`config.mk`:
```
export PLATFORM = sky130hd
export DESIGN_NAME = dmux8_dispatch_ctrl
export DESIGN_NICKNAME = d
export VERILOG_FILES = /design/src/rtl/dmux8_ctrl_pkg.sv /design/src/rtl/dmux8_dispatch_ctrl_rr_pick8.sv /design/src/rtl/dmux8_dispatch_ctrl.sv
export SDC_FILE = /design/constraint.sdc
export NUM_CORES = 1
export LEC_CHECK = 0
export ABC_AREA = 0
export CORE_MARGIN = 2
export CORE_UTILIZATION = 52
export CTS_CLUSTER_DIAMETER = 150
export CTS_CLUSTER_SIZE = 40
export DETAILED_ROUTE_END_ITERATION = 16
export PLACE_DENSITY = 0.9
export SYNTH_ARGS = -nofsm -noshare
export SYNTH_HDL_FRONTEND = slang
export SYNTH_SLANG_ARGS = --single-unit
```
`constraint.sdc`:
```
create_clock -name clk -period 3.7 [get_ports clk]
set_input_delay 0.74 -clock clk [delete_from_list [all_inputs] [get_ports clk]]
set_output_delay 0.74 -clock clk [all_outputs]
set_load 0.01 [all_outputs]
```
`src/rtl/dmux8_ctrl_pkg.sv`:
```
// Shared types and helpers for the 8-way round-robin dispatch controller.
package dmux8_ctrl_pkg;

  localparam int N_DEST = 8;
  localparam int SEL_W  = 3;

  typedef enum logic {
    IDLE = 1'b0,
    SEND = 1'b1
  } state_t;

  // One-hot decode of a destination index.
  function automatic logic [N_DEST-1:0] onehot8(input logic [SEL_W-1:0] sel);
    logic [N_DEST-1:0] r;
    r      = '0;
    r[sel] = 1'b1;
    return r;
  endfunction

endpackage

```
`src/rtl/dmux8_dispatch_ctrl_rr_pick8.sv`:
```
// Combinational round-robin picker: first set request bit starting at
// ptr+1 and wrapping, so the previously granted index is searched last.
module rr_pick8
  import dmux8_ctrl_pkg::*;
(
  input  logic [N_DEST-1:0] req,
  input  logic [SEL_W-1:0]  ptr,
  output logic              found,
  output logic [SEL_W-1:0]  idx
);

  logic [SEL_W-1:0] cand [N_DEST];

  // Candidate index for each search position; position 7 wraps back to ptr.
  for (genvar gi = 0; gi < N_DEST; gi++) begin : g_cand
    assign cand[gi] = ptr + SEL_W'(gi + 1);
  end

  // Walk from the lowest-priority position down so the nearest hit wins.
  always_comb begin
    found = 1'b0;
    idx   = '0;
    for (int i = N_DEST - 1; i >= 0; i--) begin
      if (req[cand[i]]) begin
        found = 1'b1;
        idx   = cand[i];
      end
    end
  end

endmodule

```
`src/rtl/dmux8_dispatch_ctrl.sv`:
```
// Round-robin dispatcher: one-entry buffer feeding 8 destinations over a
// shared data bus, holding each grant for up to BURST_LEN words.
module dmux8_dispatch_ctrl
  import dmux8_ctrl_pkg::*;
#(
  parameter int DATA_W    = 8,
  parameter int BURST_LEN = 4
) (
  input  logic              clk,
  input  logic              rst,
  input  logic              in_valid,
  input  logic [DATA_W-1:0] in_data,
  output logic              in_ready,
  input  logic [N_DEST-1:0] en_mask,
  input  logic [N_DEST-1:0] out_ready,
  output logic [N_DEST-1:0] out_valid,
  output logic [DATA_W-1:0] out_data,
  output logic [SEL_W-1:0]  sel,
  output logic              busy
);

  localparam logic [7:0] CNT_LAST = 8'(BURST_LEN - 1);

  state_t            state_q, state_d;
  logic              buf_valid_q, buf_valid_d;
  logic [DATA_W-1:0] buf_data_q, buf_data_d;
  logic [SEL_W-1:0]  sel_q, sel_d;
  logic [SEL_W-1:0]  ptr_q, ptr_d;
  logic [7:0]        cnt_q, cnt_d;

  logic              in_xfer, out_xfer;
  logic              pick_found;
  logic [SEL_W-1:0]  pick_idx;

  assign out_xfer  = (state_q == SEND) && buf_valid_q && out_ready[sel_q];
  assign in_ready  = !buf_valid_q || out_xfer;
  assign in_xfer   = in_valid && in_ready;
  assign out_valid = ((state_q == SEND) && buf_valid_q) ? onehot8(sel_q) : '0;
  assign out_data  = buf_data_q;
  assign sel       = sel_q;
  assign busy      = (state_q == SEND);

  rr_pick8 u_pick (
    .req   (en_mask & out_ready),
    .ptr   (ptr_q),
    .found (pick_found),
    .idx   (pick_idx)
  );

  // Buffer: a new word replaces the old one even when both transfer together.
  always_comb begin
    buf_valid_d = buf_valid_q;
    buf_data_d  = buf_data_q;
    if (in_xfer) begin
      buf_valid_d = 1'b1;
      buf_data_d  = in_data;
    end else if (out_xfer) begin
      buf_valid_d = 1'b0;
    end
  end

  // Grant FSM: arbitrate only with a word waiting; release on burst end or disable.
  always_comb begin
    state_d = state_q;
    sel_d   = sel_q;
    ptr_d   = ptr_q;
    cnt_d   = cnt_q;
    case (state_q)
      IDLE: begin
        if (buf_valid_q && pick_found) begin
          sel_d   = pick_idx;
          cnt_d   = '0;
          state_d = SEND;
        end
      end
      SEND: begin
        if (out_xfer) begin
          cnt_d = cnt_q + 8'd1;
        end
        if ((out_xfer && (cnt_q == CNT_LAST)) || !en_mask[sel_q]) begin
          state_d = IDLE;
          ptr_d   = sel_q;
        end
      end
      default: state_d = IDLE;
    endcase
  end

  // State registers; ptr resets to 7 so the first search begins at 0.
  always_ff @(posedge clk or posedge rst) begin
    if (rst) begin
      state_q     <= IDLE;
      buf_valid_q <= 1'b0;
      buf_data_q  <= '0;
      sel_q       <= '0;
      ptr_q       <= SEL_W'(N_DEST - 1);
      cnt_q       <= '0;
    end else begin
      state_q     <= state_d;
      buf_valid_q <= buf_valid_d;
      buf_data_q  <= buf_data_d;
      sel_q       <= sel_d;
      ptr_q       <= ptr_d;
      cnt_q       <= cnt_d;
    end
  end

endmodule

```
==> flow_summary.json <==
{
  "fin_tns_setup_ns": 0,
  "cts.sinks": 24,
  "clkPwrFrac": 0.088,
  "end_kind": "output port",
  "drv_cap": 0,
  "synth_cells": 242,
  "worstSetupPathType": "in2out",
  "h-tree-depth": 1,
  "syn2layout_area_growth_pct": 24.0,
  "final-setup-viol-count": 0,
  "die_w_um": 69.5,
  "layout_common_cells": "clkdlybuf4s50_1, nor2_1, dfrtp_1",
  "synth_fp_nets": 272,
  "grt_pass1_vias": 2048,
  "postCtsSetupRepairBufs": 0,
  "netlist_area_mm2": 0.00223,
  "rows": 23,
  "pin_count": 48,
  "coreArea_mm2": 0.00406,
  "slew_headroom": 0.408,
  "rsz0062_at_grt": "no",
  "cts_tree": "done",
  "ant_nets": 0,
  "cts.path.max_buffers": 2,
  "vdd.ir_drop.worst_mv": 0.514,
  "wirelength_um": 5600,
  "dieArea_mm2": 0.00483,
  "die_y_um": 69.5,
  "drc": 0,
  "synth_area_per_cell_um2": 9.22,
  "grt_usage": 0.239,
  "ys.warnings.count": 0,
  "start_kind": "input port",
  "finalCritPeriodShare": 0.947,
  "yosys.area.top_type": "dfrtp_1",
  "synthTopCellsByArea": "dfrtp_1, mux4_2, mux2_2",
  "status": "finished, final reports clean",
  "synth_edf_count": 0,
  "clkTransAtPathRegs_ns": 0.08,
  "cts_hold_buf": 0,
  "max_freq_mhz": 285,
  "clkLatencyLatePin_ns": 0.27,
  "root_buffer": "clkbuf_8",
  "slew_viol_final": 0,
  "synthArstFlopShare": 1.00,
  "power_density_mw_per_mm2": 929,
  "grt_pass1_wl_um": 9480,
  "switchingPower_w": 0.00116,
  "cts_made_buffers": 3,
  "drtIter0Drc": 135,
  "final.fill_count": 320,
  "crit_arrival_ns": 2.76,
  "wl_per_cell_um": 16.9,
  "grt_overflow": 0,
  "vias": 2007,
  "dr.pass1.iters": 5,
  "seqPwrFrac": 0.221,
  "netlist.area_leader.share": 0.235,
  "final_common_cell": "clkdlybuf4s50_1",
  "cts-resized-gates": 0,
  "hold_class": "reg2reg",
  "seq_area_frac_synth": 0.271,
  "cp_max_fo": 6,
  "min_period_ns": 3.50,
  "place_ws_ns": 0.193,
  "port_buffers": 47,
  "tightestPinTransition_ns": 0.887,
  "grt_max_degree": 25,
  "antenna_found_initial": 0,
  "start_util": 0.550,
  "internal_power_w": 0.00141,
  "finalHoldViolCount": 0,
  "required_ns": 2.96,
  "drt-vias-per-instance": 6.05,
  "place.gp.congestion": 0.909,
  "comb_power_share": 0.691,
  "ys_ff_latch": 24,
  "nets": 313,
  "switching_share": 0.452,
  "hpwl_um": 4370,
  "n_antenna_cell": 0,
  "ys_types": 67,
  "setup_slack_ns": 0.195,
  "drive_above_1_share": 0.181,
  "ys.flop_type": "dfrtp_1",
  "final_util": 0.682,
  "hold_slack_ns": 0.520,
  "leakage_nw": 1.08,
  "finClkSkew_ns": 0.00368
}
kinds of logic after synthesis:
group / synth area share
DFF: 0.271
buffers and inverters: 0.0583
adders and majority gates: 0.0168
AOI/OAI and AO/OA: 0.213
xor gates and xnor gates: 0.0471
and+or+nand+nor: 0.220
muxes: 0.174
sequential cells by signal, summed over array words and instances (netlist names):
signal / count
cnt_q: 8
out_data: 8
ptr_q: 3
sel: 3
buf_valid_q: 1
busy: 1
final cells by class:
cell class	count	area, µm²	area share
multi-input cells	192	1500	0.541
clock buffers	3	41.3	0.0149
inverters	14	53.8	0.0194
repair buffers	48	478	0.173
clock inverters	1	30.0	0.0108
flip-flops and latches	24	604	0.218
well taps	50	62.6	0.0226
path summary, 6_finish.rpt:
path | from | end | slack, ns | depth (start not counted)
min in group asynchronous | rst | out_data[7]$_DFFE_PP0P_ | 0.96 | 2
worst min register to register | out_data[5]$_DFFE_PP0P_ | out_data[5]$_DFFE_PP0P_ | 0.52 | 1
max in group asynchronous | rst | sel[2]$_DFFE_PP0P_ | 2.19 | 2
worst max register to register | ptr_q[1]$_DFFE_PP1P_ | cnt_q[0]$_DFFE_PP0P_ | 0.57 | 8
worst max-delay path | out_ready[0] | in_ready | 0.20 | 6
worst min-delay path | out_data[5]$_DFFE_PP0P_ | out_data[5]$_DFFE_PP0P_ | 0.52 | 1
critical path: stages:
cell and delay, ns:
clkdlybuf4s50_1 0.54, or3b_1 0.36, a21o_1 0.21, a31o_2 0.25, nand2_1 0.12, clkdlybuf4s50_1 0.55
power by group through the flow:
| stage | clock network [W] | registers, W | logic, W |
|---|---|---|---|
| 6_report | 0.000226 | 0.000568 | 0.00178 |
| 5_1_grt | 0.000244 | 0.000599 | 0.00193 |
| 3_3_place_gp | 0 | 0.000562 | 0.00170 |
| 3_5_place_dp | 0 | 0.000571 | 0.00175 |
| 2_1_floorplan | 0 | 0.000489 | 0.00139 |
| 4_1_cts | 0.000232 | 0.000567 | 0.00177 |
through the flow:
step	cells	power (W)	area, µm²
global route	332	0.00278	2770
CTS	332	0.00257	2770
finish	332	0.00257	2770
detailed placement	328	0.00233	2700
global placement	328	0.00226	2700
floorplan	242	0.00188	2230
routing by layer:
| layer | track usage | part of all wire | up-vias | routed length [µm] |
|---|---|---|---|---|
| met4 | 0.0501 | 0.0064 | 0 | 36 |
| met5 | 0 | 0 | - | 0 |
| met2 | 0.422 | 0.51 | 58 | 2850 |
| met1 | 0.303 | 0.44 | 969 | 2460 |
| met3 | 0.0480 | 0.044 | 6 | 246 |
| li1 | - | - | 974 | - |
synthesized netlist by cell type, types with 2 or more instances:
master,number
xor2_1,4
nand2_1,20
nand3_1,10
o221ai_1,2
mux2_2,11
inv_1,13
a21o_1,3
a22o_1,2
buf_4,3
o211ai_1,3
o31ai_2,2
clkbuf_1,2
mux2_4,3
or3_1,3
buf_2,4
nor2b_1,3
dfstp_2,3
nand2b_1,7
a31oi_1,3
o32ai_1,2
and2_1,5
nand3b_1,2
o21ai_0,5
a22oi_1,2
o21ai_1,6
o221a_2,2
xnor2_1,3
a21oi_1,5
buf_6,2
nand2_2,2
nor3_1,8
o22ai_2,4
nor2_1,26
mux2i_1,4
ha_1,3
dfrtp_1,21
mux4_2,8
a211oi_1,2
No activity file was read; power rests on OpenSTA's default activity.
